<file path="config.mk">
export PLATFORM = sky130hd
export DESIGN_NAME = multicycle_ctrl
export DESIGN_NICKNAME = d
export VERILOG_FILES = /design/src/rtl/multicycle_pkg.sv /design/src/rtl/imm_src_deco.sv /design/src/rtl/multicycle_ctrl.sv
export SDC_FILE = /design/constraint.sdc
export NUM_CORES = 1
export LEC_CHECK = 0
export BUFFER_PORTS_ARGS = -buffer_cell sky130_fd_sc_hd__clkbuf_2
export CAP_MARGIN = 20
export CORE_ASPECT_RATIO = 0.8
export CORE_MARGIN = 5
export CORE_UTILIZATION = 30
export CTS_BUF_LIST = sky130_fd_sc_hd__clkbuf_16
export CTS_CLUSTER_DIAMETER = 120
export CTS_CLUSTER_SIZE = 16
export DETAILED_ROUTE_END_ITERATION = 8
export PLACE_DENSITY_LB_ADDON = 0.15
export SLEW_MARGIN = 20
export SYNTH_ARGS = -nofsm -noshare
export SYNTH_HDL_FRONTEND = slang
export SYNTH_SLANG_ARGS = --single-unit
</file>
<file path="constraint.sdc">
create_clock -name clk -period 3.05 [get_ports clk]
set_input_delay 0.1525 -clock clk [delete_from_list [all_inputs] [get_ports clk]]
set_output_delay 0.1525 -clock clk [all_outputs]
set_load 0.02 [all_outputs]
</file>
<file path="src/rtl/multicycle_pkg.sv">
// Shared encodings for the multicycle RISC-V control unit.
// Latency: none (constants and types only).
// Backpressure: not applicable.
package multicycle_pkg;

  // FSM state codes; they also appear on the debug state output.
  typedef enum logic [3:0] {
    S_FETCH    = 4'd0,
    S_DECODE   = 4'd1,
    S_MEMADR   = 4'd2,
    S_MEMREAD  = 4'd3,
    S_MEMWB    = 4'd4,
    S_MEMWRITE = 4'd5,
    S_EXECR    = 4'd6,
    S_EXECI    = 4'd7,
    S_ALUWB    = 4'd8,
    S_BEQ      = 4'd9,
    S_JAL      = 4'd10,
    S_EXECU    = 4'd11
  } state_t;

  // Opcode field values
  localparam logic [6:0] OP_LOAD   = 7'b0000011;
  localparam logic [6:0] OP_STORE  = 7'b0100011;
  localparam logic [6:0] OP_RTYPE  = 7'b0110011;
  localparam logic [6:0] OP_ITYPE  = 7'b0010011;
  localparam logic [6:0] OP_BRANCH = 7'b1100011;
  localparam logic [6:0] OP_JAL    = 7'b1101111;
  localparam logic [6:0] OP_LUI    = 7'b0110111;
  localparam logic [6:0] OP_AUIPC  = 7'b0010111;

  // aluSrcA select
  localparam logic [1:0] SRCA_PC    = 2'b00;
  localparam logic [1:0] SRCA_OLDPC = 2'b01;
  localparam logic [1:0] SRCA_RS1   = 2'b10;
  localparam logic [1:0] SRCA_ZERO  = 2'b11;

  // aluSrcB select
  localparam logic [1:0] SRCB_RS2   = 2'b00;
  localparam logic [1:0] SRCB_IMM   = 2'b01;
  localparam logic [1:0] SRCB_FOUR  = 2'b10;

  // resultSrc select
  localparam logic [1:0] RES_ALUOUT = 2'b00;
  localparam logic [1:0] RES_DATA   = 2'b01;
  localparam logic [1:0] RES_ALURES = 2'b10;

  // immSrc format
  localparam logic [2:0] IMM_I = 3'b000;
  localparam logic [2:0] IMM_S = 3'b001;
  localparam logic [2:0] IMM_B = 3'b010;
  localparam logic [2:0] IMM_J = 3'b011;
  localparam logic [2:0] IMM_U = 3'b100;

  // aluOp
  localparam logic [1:0] ALUOP_ADD  = 2'b00;
  localparam logic [1:0] ALUOP_SUB  = 2'b01;
  localparam logic [1:0] ALUOP_FUNC = 2'b10;

endpackage

</file>
<file path="src/rtl/imm_src_deco.sv">
// Immediate-format decode from the opcode field.
// Latency: purely combinational, same cycle.
// Backpressure: none; output follows op_i every cycle.
module imm_src_deco
  import multicycle_pkg::*;
#(
  parameter int ENABLE_UTYPE = 1
) (
  input  logic [6:0] op_i,
  output logic [2:0] imm_src_o
);

  // Map opcode to immediate format; unknown or disabled opcodes give I.
  always_comb begin
    imm_src_o = IMM_I;
    case (op_i)
      OP_STORE:  imm_src_o = IMM_S;
      OP_BRANCH: imm_src_o = IMM_B;
      OP_JAL:    imm_src_o = IMM_J;
      OP_LUI,
      OP_AUIPC:  imm_src_o = (ENABLE_UTYPE != 0) ? IMM_U : IMM_I;
      default:   imm_src_o = IMM_I;
    endcase
  end

endmodule

</file>
<file path="src/rtl/multicycle_ctrl.sv">
// Moore control FSM for a multicycle RISC-V datapath (lw/sw/R/I/U/jal/beq).
// Latency: lw 5, sw 4, R/I/U 4, jal 4, beq 3 cycles with memory always ready.
// Backpressure: FETCH, MEMREAD and MEMWRITE stall on memRdy=0 when MEM_HANDSHAKE=1.
module multicycle_ctrl
  import multicycle_pkg::*;
#(
  parameter int MEM_HANDSHAKE = 1,
  parameter int ENABLE_UTYPE  = 1
) (
  input  logic       clk,
  input  logic       reset,
  input  logic [6:0] op,
  input  logic       zero,
  input  logic       memRdy,
  output logic       pcWrite,
  output logic       adrSrc,
  output logic       memWrite,
  output logic       irWrite,
  output logic       regWrite,
  output logic [1:0] resultSrc,
  output logic [1:0] aluSrcA,
  output logic [1:0] aluSrcB,
  output logic [2:0] immSrc,
  output logic [1:0] aluOp,
  output logic       illegal,
  output logic [3:0] state
);

  state_t state_q, state_d;
  logic   mem_rdy;

  // Without the handshake every memory access is taken to finish in one cycle.
  assign mem_rdy = (MEM_HANDSHAKE != 0) ? memRdy : 1'b1;

  imm_src_deco #(
    .ENABLE_UTYPE(ENABLE_UTYPE)
  ) u_imm_src_deco (
    .op_i      (op),
    .imm_src_o (immSrc)
  );

  // State register; synchronous reset returns to FETCH from any point.
  always_ff @(posedge clk) begin
    if (reset) begin
      state_q <= S_FETCH;
    end else begin
      state_q <= state_d;
    end
  end

  // Next-state and Moore outputs; reset masks everything to idle FETCH values.
  always_comb begin
    state_d   = S_FETCH;
    pcWrite   = 1'b0;
    adrSrc    = 1'b0;
    memWrite  = 1'b0;
    irWrite   = 1'b0;
    regWrite  = 1'b0;
    resultSrc = RES_ALUOUT;
    aluSrcA   = SRCA_PC;
    aluSrcB   = SRCB_RS2;
    aluOp     = ALUOP_ADD;
    illegal   = 1'b0;
    state     = state_q;

    case (state_q)
      S_FETCH: begin
        adrSrc    = 1'b0;
        aluSrcA   = SRCA_PC;
        aluSrcB   = SRCB_FOUR;
        aluOp     = ALUOP_ADD;
        resultSrc = RES_ALURES;
        irWrite   = mem_rdy;
        pcWrite   = mem_rdy;
        state_d   = mem_rdy ? S_DECODE : S_FETCH;
      end
      S_DECODE: begin
        aluSrcA = SRCA_OLDPC;
        aluSrcB = SRCB_IMM;
        aluOp   = ALUOP_ADD;
        case (op)
          OP_LOAD,
          OP_STORE:  state_d = S_MEMADR;
          OP_RTYPE:  state_d = S_EXECR;
          OP_ITYPE:  state_d = S_EXECI;
          OP_BRANCH: state_d = S_BEQ;
          OP_JAL:    state_d = S_JAL;
          OP_LUI,
          OP_AUIPC: begin
            if (ENABLE_UTYPE != 0) begin
              state_d = S_EXECU;
            end else begin
              illegal = 1'b1;
              state_d = S_FETCH;
            end
          end
          default: begin
            illegal = 1'b1;
            state_d = S_FETCH;
          end
        endcase
      end
      S_MEMADR: begin
        aluSrcA = SRCA_RS1;
        aluSrcB = SRCB_IMM;
        aluOp   = ALUOP_ADD;
        state_d = (op == OP_LOAD) ? S_MEMREAD : S_MEMWRITE;
      end
      S_MEMREAD: begin
        adrSrc  = 1'b1;
        state_d = mem_rdy ? S_MEMWB : S_MEMREAD;
      end
      S_MEMWB: begin
        resultSrc = RES_DATA;
        regWrite  = 1'b1;
        state_d   = S_FETCH;
      end
      S_MEMWRITE: begin
        adrSrc   = 1'b1;
        memWrite = 1'b1;
        state_d  = mem_rdy ? S_FETCH : S_MEMWRITE;
      end
      S_EXECR: begin
        aluSrcA = SRCA_RS1;
        aluSrcB = SRCB_RS2;
        aluOp   = ALUOP_FUNC;
        state_d = S_ALUWB;
      end
      S_EXECI: begin
        aluSrcA = SRCA_RS1;
        aluSrcB = SRCB_IMM;
        aluOp   = ALUOP_FUNC;
        state_d = S_ALUWB;
      end
      S_EXECU: begin
        // lui adds the immediate to zero, auipc adds it to the instruction's PC
        aluSrcA = (op == OP_LUI) ? SRCA_ZERO : SRCA_OLDPC;
        aluSrcB = SRCB_IMM;
        aluOp   = ALUOP_ADD;
        state_d = S_ALUWB;
      end
      S_ALUWB: begin
        resultSrc = RES_ALUOUT;
        regWrite  = 1'b1;
        state_d   = S_FETCH;
      end
      S_JAL: begin
        aluSrcA   = SRCA_OLDPC;
        aluSrcB   = SRCB_FOUR;
        aluOp     = ALUOP_ADD;
        resultSrc = RES_ALUOUT;
        pcWrite   = 1'b1;
        state_d   = S_ALUWB;
      end
      S_BEQ: begin
        aluSrcA   = SRCA_RS1;
        aluSrcB   = SRCB_RS2;
        aluOp     = ALUOP_SUB;
        resultSrc = RES_ALUOUT;
        pcWrite   = zero;
        state_d   = S_FETCH;
      end
      default: state_d = S_FETCH;
    endcase

    if (reset) begin
      pcWrite   = 1'b0;
      irWrite   = 1'b0;
      memWrite  = 1'b0;
      regWrite  = 1'b0;
      illegal   = 1'b0;
      adrSrc    = 1'b0;
      aluSrcA   = SRCA_PC;
      aluSrcB   = SRCB_FOUR;
      aluOp     = ALUOP_ADD;
      resultSrc = RES_ALURES;
      state     = S_FETCH;
    end
  end

endmodule
</file>
==> impl_metrics.tcl, run 1 <==
set metrics [dict create \
    status "finished, final reports clean" \
    drive_gt1_share_pct 32.80 \
    ir_drop_uv 567.6 \
    die_h_um 53.30 \
    cp-start-kind "register" \
    tritoncts "done" \
    largest_register_ffs 4 \
    gr-total-overflow 0 \
    grt_start_max_net_pins 20 \
    p_seq_share_pct 18.0 \
    hpwl_um 1390 \
    drv_slew 0 \
    vias 803 \
    regMostFlops "state_q" \
    drt_iter0_drc 13 \
    slew_headroom_pct 59.04 \
    max_freq_mhz 529.5 \
    synth_top_area_share_pct 11.39 \
    detail_route.wirelength_um 1874 \
    ctsHoldBuffers 0 \
    cp_cell_sequence "or4b_4 > nor2_1 > o21a_1 > clkbuf_2" \
    num-nets-final 138 \
    post_cts_buffers 0 \
    use_met1_pct 14.69 \
    gp_routability_congestion 0.7687 \
    arrival_ps 1740 \
    wl_per_cell_um 12.49 \
    pwr-share-clk_pct 62.6 \
    cp_max_fo 19 \
    ys_dominant_reg_cell "dfxtp_1" \
    cpPeakStageDelay_ps 640 \
    met3_usage_pct 3.185 \
    p_leak_uw 0.0003878 \
    n_antenna_cell 0 \
    synth_edf_count 0 \
    postRouteAntennaNets 0 \
    die_area_sq_um 3418 \
    p_switching_uw 74.15 \
    htreeDepth 1 \
    setup_viol 0 \
    cap_viol_max_count 0 \
    postSynthCellCount 102 \
    busiest_layer "met2" \
    final_util_pct 41.08 \
    power_density_nw_per_um2 354.7 \
    finalClockSkew_ps 0.7020 \
    grt_use_met2_pct 19.40 \
    synth_area_leader_cell "dfxtp_1" \
    ios 32 \
    grt.total_usage_pct 11.47 \
    grt_pass1_wl_um 3187 \
    syn-mean-instance-area_sq_um 6.894 \
    cts_root_buffer "clkbuf_16" \
    period_share_pct 61.92 \
    p_comb_share_pct 19.3 \
    p_total_uw 319.9 \
    io_buffers 31 \
    vias_per_cell 5.353 \
    ys.warnings.count 0 \
    fin_tns_setup_ps 0 \
    layout_setup_ws_ps 1161 \
    synth_nets 113 \
    numClockSinks 4 \
    clk_pin_slew_ps 30 \
    seq_area_frac_synth_pct 11.39 \
    synth-seq-cells 4 \
    hold_slack_ps 344.7 \
    cts_resized 0 \
    first_global_vias 742 \
    die_w_um 64.13 \
    clock_latency_ps 220 \
    min_period_ps 1889 \
    coreArea_sq_um 2196 \
    ys_async_sr_fraction_pct 0 \
    largestRegisters "state_q: 4 flops" \
    antenna_found_initial 0 \
    critPathRequiredTime_ps 2900 \
    fillers 248 \
    worstMarginPinSlew_ps 613.5 \
    drc_errors 0 \
    yosysMostFrequentCell "a21oi_1" \
    start_util_pct 32.02 \
    hold_violations 0 \
    slowest_stage "or4b_4" \
    num_rows 15 \
    synthTopCellsByArea "dfxtp_1 11%, a21oi_1 6.4%, nor3_1 5.7%" \
    grt_setup_unrepaired "false" \
    areaGrowthSynthToFinish_pct 28.29 \
    cts_max_path_buffers 2 \
    first_pass_iters 4 \
    syn_area_sq_um 703.2 \
    netlist_top_cells_count "9 x a21oi_1, 8 x nor2_1, 8 x nor3_1" \
    critPathKind "register to output port" \
    numCtsBuffers 3 \
    p_int_uw 245.8 \
    hp-class "input port to register" \
    cp-end-kind "output port" \
    sw_frac_of_total_pct 23.18 \
    dpl_worst_slack_ps 1379 \
    synthDistinctLibCells 41 \
]
through the flow:
stage	cells	area, sq um
2_1_floorplan	102	703.2
3_3_place_gp	147	827.0
3_5_place_dp	147	827.0
4_1_cts	150	902.1
5_1_grt	150	902.1
6_report	150	902.1
worst max-delay path, delay by kind of cell, from the launching register on:
family | cells | cell delay, ps
and+or+nand+nor | 2 | 740
DFF | 1 | 490
buffers and inverters | 1 | 160
AOI/OAI and AO/OA | 1 | 120
power by group through the flow:
stage / logic (uW) / registers (uW) / clock network [uW]
after floorplan: 48.1 / 55.3 / 0
after global placement: 62.3 / 58.2 / 0
after detailed placement: 62.3 / 58.4 / 0
after CTS: 62.5 / 57.7 / 203
after global routing: 69.2 / 58.3 / 210
final: 61.9 / 57.7 / 200
cell usage in the layout, fill, tap and decap left out, types with 4 or more instances in the layout:
cell type / Yosys / routed
nor2_1: 8 / 8
clkbuf_2: 0 / 31
a21oi_1: 9 / 9
nor3_1: 8 / 8
nor2b_1: 5 / 5
dfxtp_1: 4 / 4
nand2_1: 6 / 6
nand3b_1: 5 / 5
nand2b_1: 4 / 4
per-layer routing:
layer / share of wire [%] / wire length [um] / up-vias
met2: 48 / 894 / 17
met4: 0.21 / 4 / 0
met5: 0 / 0 / -
met3: 2.8 / 52 / 2
met1: 49 / 922 / 366
li1: - / - / 418
final cells by class:
class | count | area [sq um] | area share (%)
multi-input combinational | 84 | 549.3 | 60.89
timing repair buffer | 31 | 155.1 | 17.20
sequential | 4 | 80.08 | 8.877
clock buffer | 3 | 75.07 | 8.322
tap | 25 | 31.28 | 3.467
inverter | 3 | 11.26 | 1.248
logic make-up (layout without fill, tap and decap cells):
| group | after synthesis | in the layout | share of synthesized area, % |
|---|---|---|---|
| and+or+nand+nor | 53 | 53 | 46.62 |
| AOI/OAI and AO/OA | 26 | 26 | 25.09 |
| buffers and inverters | 14 | 37 | 10.50 |
| xor gates and xnor gates | 4 | 4 | 4.983 |
| DFF | 4 | 4 | 11.39 |
| muxes | 1 | 1 | 1.424 |
final timing paths:
kind	end	slack [ps]	start	cells after the start
min reg2reg	state_q[3]	770	state_q[1]	2
max reg2reg	state_q[2]	1460	state_q[2]	4
min	state_q[3]	340	reset	2
max	illegal	1160	state_q[1]	4
(Power assumes the default switching activity.)
==> inputs of run 2 (changes only) <==
--- a/config.mk
+++ b/config.mk
@@ -5,6 +5,7 @@
 export SDC_FILE = /design/constraint.sdc
 export NUM_CORES = 1
 export LEC_CHECK = 0
+export ABC_AREA = 1
 export BUFFER_PORTS_ARGS = -buffer_cell sky130_fd_sc_hd__clkbuf_2
 export CAP_MARGIN = 20
 export CORE_ASPECT_RATIO = 0.8
==> constraint.sdc (replaced) <==
create_clock -name clk -period 1.9 [get_ports clk]
set_input_delay 0.095 -clock clk [delete_from_list [all_inputs] [get_ports clk]]
set_output_delay 0.095 -clock clk [all_outputs]
set_load 0.02 [all_outputs]
==> run 2 against run 1 <==
Utilization rose by 6.7 points. Clock skew shrank 0.60 ps. Cell count is 8.0% higher. Clock power increased by 60%. Cell area shrank 12%. Non-clock buffer count is the same. Setup slack got worse by 840 ps. Routed wire length down 2.5%. Global-route usage rose by 2.4 points. Critical path depth rose by 2. Via count fell by 3.0%. Critical endpoint unchanged. Largest cell class unchanged.
==> impl_metrics.tcl, run 2 <==
set metrics [dict create \
    wl_per_cell_um 11.28 \
    synth_area_leader_cell "nand2_1" \
    worstMarginPinSlew_ps 308.4 \
    critPathRequiredTime_ps 1800 \
    final_cell_mix "31 x clkbuf_2, 29 x nand2_1, 24 x nor2_1, 11 x inv_1, 9 x nand3_1" \
    synth_top_area_share_pct 20.23 \
    detail_route.wirelength_um 1828 \
    setup_viol 0 \
    gp_routability_congestion 0.8136 \
    clock_latency_ps 220 \
    cp_cell_sequence "inv_2 > nand2_2 > nor2_4 > nand2_1 > a211oi_1 > clkbuf_2" \
    status "finished, final reports clean" \
    areaGrowthSynthToFinish_pct 47.21 \
    grt.total_usage_pct 13.84 \
    synth_nets 118 \
    reg2reg_slack_ps 660 \
    n_antenna_cell 0 \
    slowest_stage "dfxtp_1" \
    ctsHoldBuffers 0 \
    ys_dominant_reg_cell "dfxtp_1" \
    postSynthCellCount 107 \
    arrival_ps 1480 \
    reg2reg_depth 7 \
    vias 779 \
    final_common_cell "clkbuf_2" \
    r2r-start "state_q[1]" \
    vias_per_cell 4.809 \
    period_share_pct 82.90 \
    num_rows 13 \
    largestRegisters "state_q: 4 flops" \
    cts_max_path_buffers 2 \
    crit_path_start "state_q[1]" \
    clk_pin_slew_ps 30 \
    min_period_ps 1575 \
    power_density_nw_per_um2 620.4 \
    max_freq_mhz 634.9 \
    tritoncts "done" \
    cp_max_fo 8 \
    regMostFlops "state_q" \
    largest_register_ffs 4 \
    yosysMostFrequentCell "nand2_1" \
    first_pass_iters 4 \
    fillers 196 \
    first_global_vias 678 \
    cts_root_buffer "clkbuf_16" \
    cpPeakStageDelay_ps 320 \
    finalClockSkew_ps 0.1024 \
    grt_start_max_net_pins 16 \
    antenna_found_initial 0 \
    hp-class "input port to register" \
    coreArea_sq_um 1659 \
    syn_area_sq_um 538.0 \
    p_leak_uw 0.0004657 \
    reg2reg_to "state_q[0]" \
    p_total_uw 491.3 \
    syn-mean-instance-area_sq_um 5.028 \
    synth_edf_count 0 \
    synthDistinctLibCells 20 \
    num-nets-final 153 \
    drt_iter0_drc 17 \
    io_buffers 31 \
    postRouteAntennaNets 0 \
    cts_resized 0 \
    start_util_pct 32.43 \
    ys_async_sr_fraction_pct 0 \
    ys.warnings.count 0 \
    hpwl_um 1505 \
    post_cts_buffers 0 \
    gr-total-overflow 0 \
    die_area_sq_um 2745 \
    die_w_um 57.35 \
    numCtsBuffers 3 \
    ios 32 \
    synthTopCellsByArea "nand2_1 20%, nor2_1 17%, dfxtp_1 15%" \
    endpoint "illegal" \
    ir_drop_uv 619.3 \
    netlist_top_cells_count "29 x nand2_1, 24 x nor2_1, 11 x inv_1" \
    drive_gt1_share_pct 31.43 \
    htreeDepth 1 \
    slew_headroom_pct 79.33 \
    cap_viol_max_count 0 \
    drc_errors 0 \
    drv_slew 0 \
    cp-end-kind "output port" \
    hold_violations 0 \
    critPathKind "register to output port" \
    fin_tns_setup_ps 0 \
    die_h_um 47.88 \
    synth-seq-cells 4 \
    numClockSinks 4 \
    grt_pass1_wl_um 2918 \
    cp-start-kind "register" \
    grt_setup_unrepaired "false" \
    seq_area_frac_synth_pct 14.88 \
]
==> run 2: cell types whose count changed after synthesis, sizes merged, moves of 5 or more <==
cell,previous run,this run
nand3b,5,0
nand2,6,30
nor2,9,25
clkbuf,6,1
nor2b,5,0
inv,3,17
nor3,9,4
buf,5,0
nand3,2,9
==> run 2: worst min-delay path by stage <==
stage / startpoint / to / slack (ps) / cells past startpoint
6_report: memRdy / state_q[2] / 260 / 5
4_1_cts: memRdy / state_q[2] / 260 / 5
2_1_floorplan: reset / pcWrite / 270 / 1
3_5_place_dp: memRdy / state_q[2] / 480 / 5
3_3_place_gp: reset / state_q[0] / 470 / 2
5_1_grt: memRdy / state_q[2] / 280 / 5
==> run 2: layout make-up <==
type | instances | area, sq um | share of cell area (%)
sequential | 4 | 80.08 | 10.11
timing repair buffer | 31 | 155.1 | 19.59
multi-input combinational | 85 | 390.4 | 49.29
tap | 22 | 27.53 | 3.476
clock buffer | 3 | 75.07 | 9.479
inverter | 17 | 63.81 | 8.057
==> run 2: routing by layer <==
layer	routed length [um]	global-route usage, %
met5	0	0
met4	0	2.778
met3	121	3.774
met2	777	22.52
met1	928	18.59
==> run 2: critical path: cells and delay by family (launching register included) <==
family	cells	cell delay [ps]
AND/OR/NAND/NOR	3	360
flip-flops	1	320
buffers and inverters	2	350
AO/OA/AOI/OAI	1	230
==> run 2: cells by family (layout without fill, tap and decap cells) <==
kind of cell | after synthesis | after routing | synth area share, %
AND/OR/NAND/NOR | 70 | 70 | 56.51
buffers and inverters | 18 | 51 | 12.56
AO/OA/AOI/OAI | 15 | 15 | 16.05
flip-flops | 4 | 4 | 14.88
==> run 2: where the power goes <==
group	internal, uW	total (uW)	switching [uW]
logic	26.7	81.7	55.0
clock network	268	321	52.4
registers	86.3	89.0	2.61
==> run 2: metrics by stage <==
step	setup WS (ps)	utilization [%]	hold slack, ps	area, sq um	instances
6_report	324.9	47.74	256.9	792.0	162
5_1_grt	175.6	47.74	282.6	792.0	162
4_1_cts	316.1	47.74	258.2	792.0	162
3_5_place_dp	546.3	43.21	477.7	716.9	159
3_3_place_gp	610.4	43.21	465.8	716.9	159
2_1_floorplan	447.5	-	266.6	538.0	107
==> inputs of run 3 (changes only) <==
==> constraint.sdc (replaced) <==
create_clock -name clk -period 1.6 [get_ports clk]
set_input_delay 0.08 -clock clk [delete_from_list [all_inputs] [get_ports clk]]
set_output_delay 0.08 -clock clk [all_outputs]
set_load 0.02 [all_outputs]
==> run 3 against run 2 <==
Routed wire length is 2.2% higher. Die area unchanged. Sequential share of layout area down 0.57 points. Clock skew grew 3.0 ps. Via count up 3.0%.
==> impl_metrics.tcl, run 3 (same netlist as run 2, synthesis figures left out) <==
set metrics [dict create \
    status "finished, final reports clean" \
    hold_slack_ps 157.8 \
    ctsHoldBuffers 0 \
    cp-end-kind "output port" \
    cts_max_path_buffers 2 \
    instances_no_fill 167 \
    num_rows 13 \
    fin_tns_setup_ps 0 \
    min_period_ps 1533 \
    die_area_sq_um 2745 \
    vias_per_cell 4.802 \
    worstMarginPinSlew_ps 296.7 \
    vias 802 \
    final_common_cell "clkbuf_2" \
    die_h_um 47.88 \
    cp_max_fo 6 \
    grt_pass1_wl_um 2918 \
    reg2reg_slack_ps 370 \
    tritoncts "done" \
    drv_slew 0 \
    grt_start_max_net_pins 9 \
    hpwl_um 1473 \
    first_global_vias 696 \
    first_pass_iters 4 \
    hold_violations 0 \
    cp_top_family "simple AND/OR/NAND/NOR gates" \
    clock_latency_ps 230 \
    htreeDepth 1 \
    hp-start "reset" \
    io_buffers 31 \
    final_cell_mix "30 x clkbuf_2, 27 x nand2_1, 24 x nor2_1, 11 x inv_1, 9 x nand3_1" \
    slowest_stage "dfxtp_1" \
    cpPeakStageDelay_ps 360 \
    drt_iter0_drc 21 \
    ios 32 \
    largestRegisters "state_q: 4 flops" \
    r2r-start "state_q[0]" \
    cpMostUsedCell "inv_2" \
    crit_path_start "state_q[1]" \
    reg2reg_depth 5 \
    ir_drop_uv 489.7 \
    num-nets-final 158 \
    gp_routability_congestion 0.8237 \
    detail_route.wirelength_um 1869 \
    numClockSinks 4 \
    arrival_ps 1450 \
    cts_root_buffer "clkbuf_16" \
    critPathKind "register to output port" \
    grt_setup_unrepaired "false" \
    max_freq_mhz 652.4 \
    postRouteAntennaNets 0 \
    period_share_pct 95.81 \
    gr-total-overflow 0 \
    post-place-cells 160 \
    cap_viol_max_count 0 \
    p_leak_uw 0.0004900 \
    setup_viol 0 \
    power_density_nw_per_um2 712.6 \
    areaGrowthSynthToFinish_pct 56.05 \
    critPathRequiredTime_ps 1520 \
    finalClockSkew_ps 3.090 \
    die_w_um 57.35 \
    clk_pin_slew_ps 30 \
    holdPathEnd "state_q[0]" \
    grt.total_usage_pct 13.73 \
    cp-start-kind "register" \
    n_antenna_cell 0 \
    slew_headroom_pct 80.11 \
    reg2reg_to "state_q[1]" \
    drive_gt1_share_pct 35.86 \
    wl_per_cell_um 11.19 \
    cp_cell_sequence "inv_2 > nand2_2 > nor2_1 > nand2_1 > inv_2 > or2_1 > o21bai_1 > clkbuf_2" \
    coreArea_sq_um 1659 \
    antenna_found_initial 0 \
    numCtsBuffers 3 \
    hold_path_depth 2 \
    hp-class "input port to register" \
    crit_buf_inv 3 \
    start_util_pct 32.43 \
    regMostFlops "state_q" \
    largest_register_ffs 4 \
    drc_errors 0 \
]
## run 3: layout make-up
type | instances | area [sq um]
sequential | 4 | 80.08
tap | 22 | 27.53
multi-input combinational | 85 | 400.4
fill | 178 | 819.5
clock buffer | 3 | 75.07
timing repair buffer | 36 | 192.7
inverter | 17 | 63.81
## run 3: layer usage
layer / GRT usage, % / vias to the layer above / routed length (um)
met5: 0 / - / 0
met4: 6.944 / 0 / 32
met3: 3.504 / 5 / 133
met2: 21.62 / 22 / 791
met1: 17.68 / 357 / 911
li1: - / 418 / -
## run 3: per-stage QoR
stage / worst slack, ps / cell area [sq um] / power [uW] / utilization (%)
finish: 67.09 / 839.6 / 598.2 / 50.60
CTS: 51.20 / 799.5 / 591.4 / 48.19
global route: 0.7071 / 839.6 / 615.7 / 50.60
floorplan: 162.5 / 538.0 / 164.9 / -
detailed placement: 289.0 / 724.4 / 204.8 / 43.67
global placement: 326.3 / 724.4 / 204.8 / 43.67
## run 3: power by group
group,switching [uW],internal [uW]
registers,3.15,103
clock network,71.3,319
logic,66.7,35.3
## run 3: worst register-to-register path, cell delays in order, from the launching register on
cell	delay, ps
dfxtp_1	430
nand2_1	110
nor2_1	210
nand2_1	100
a21boi_1	140
a21oi_1	170
## run 3: worst max path at each step
stage	end	slack, ps	cells past startpoint
after floorplan	aluSrcA[1]	160	4
after global placement	illegal	330	6
after detailed placement	illegal	290	6
after CTS	illegal	50	6
after global routing	aluSrcB[0]	0.7	6
final	aluSrcA[1]	70	8
## run 3: timing repair
item	4_1_cts	5_1_grt
endpoints found under the setup margin	0	3
resized for setup	0	4
buffers inserted	0	4
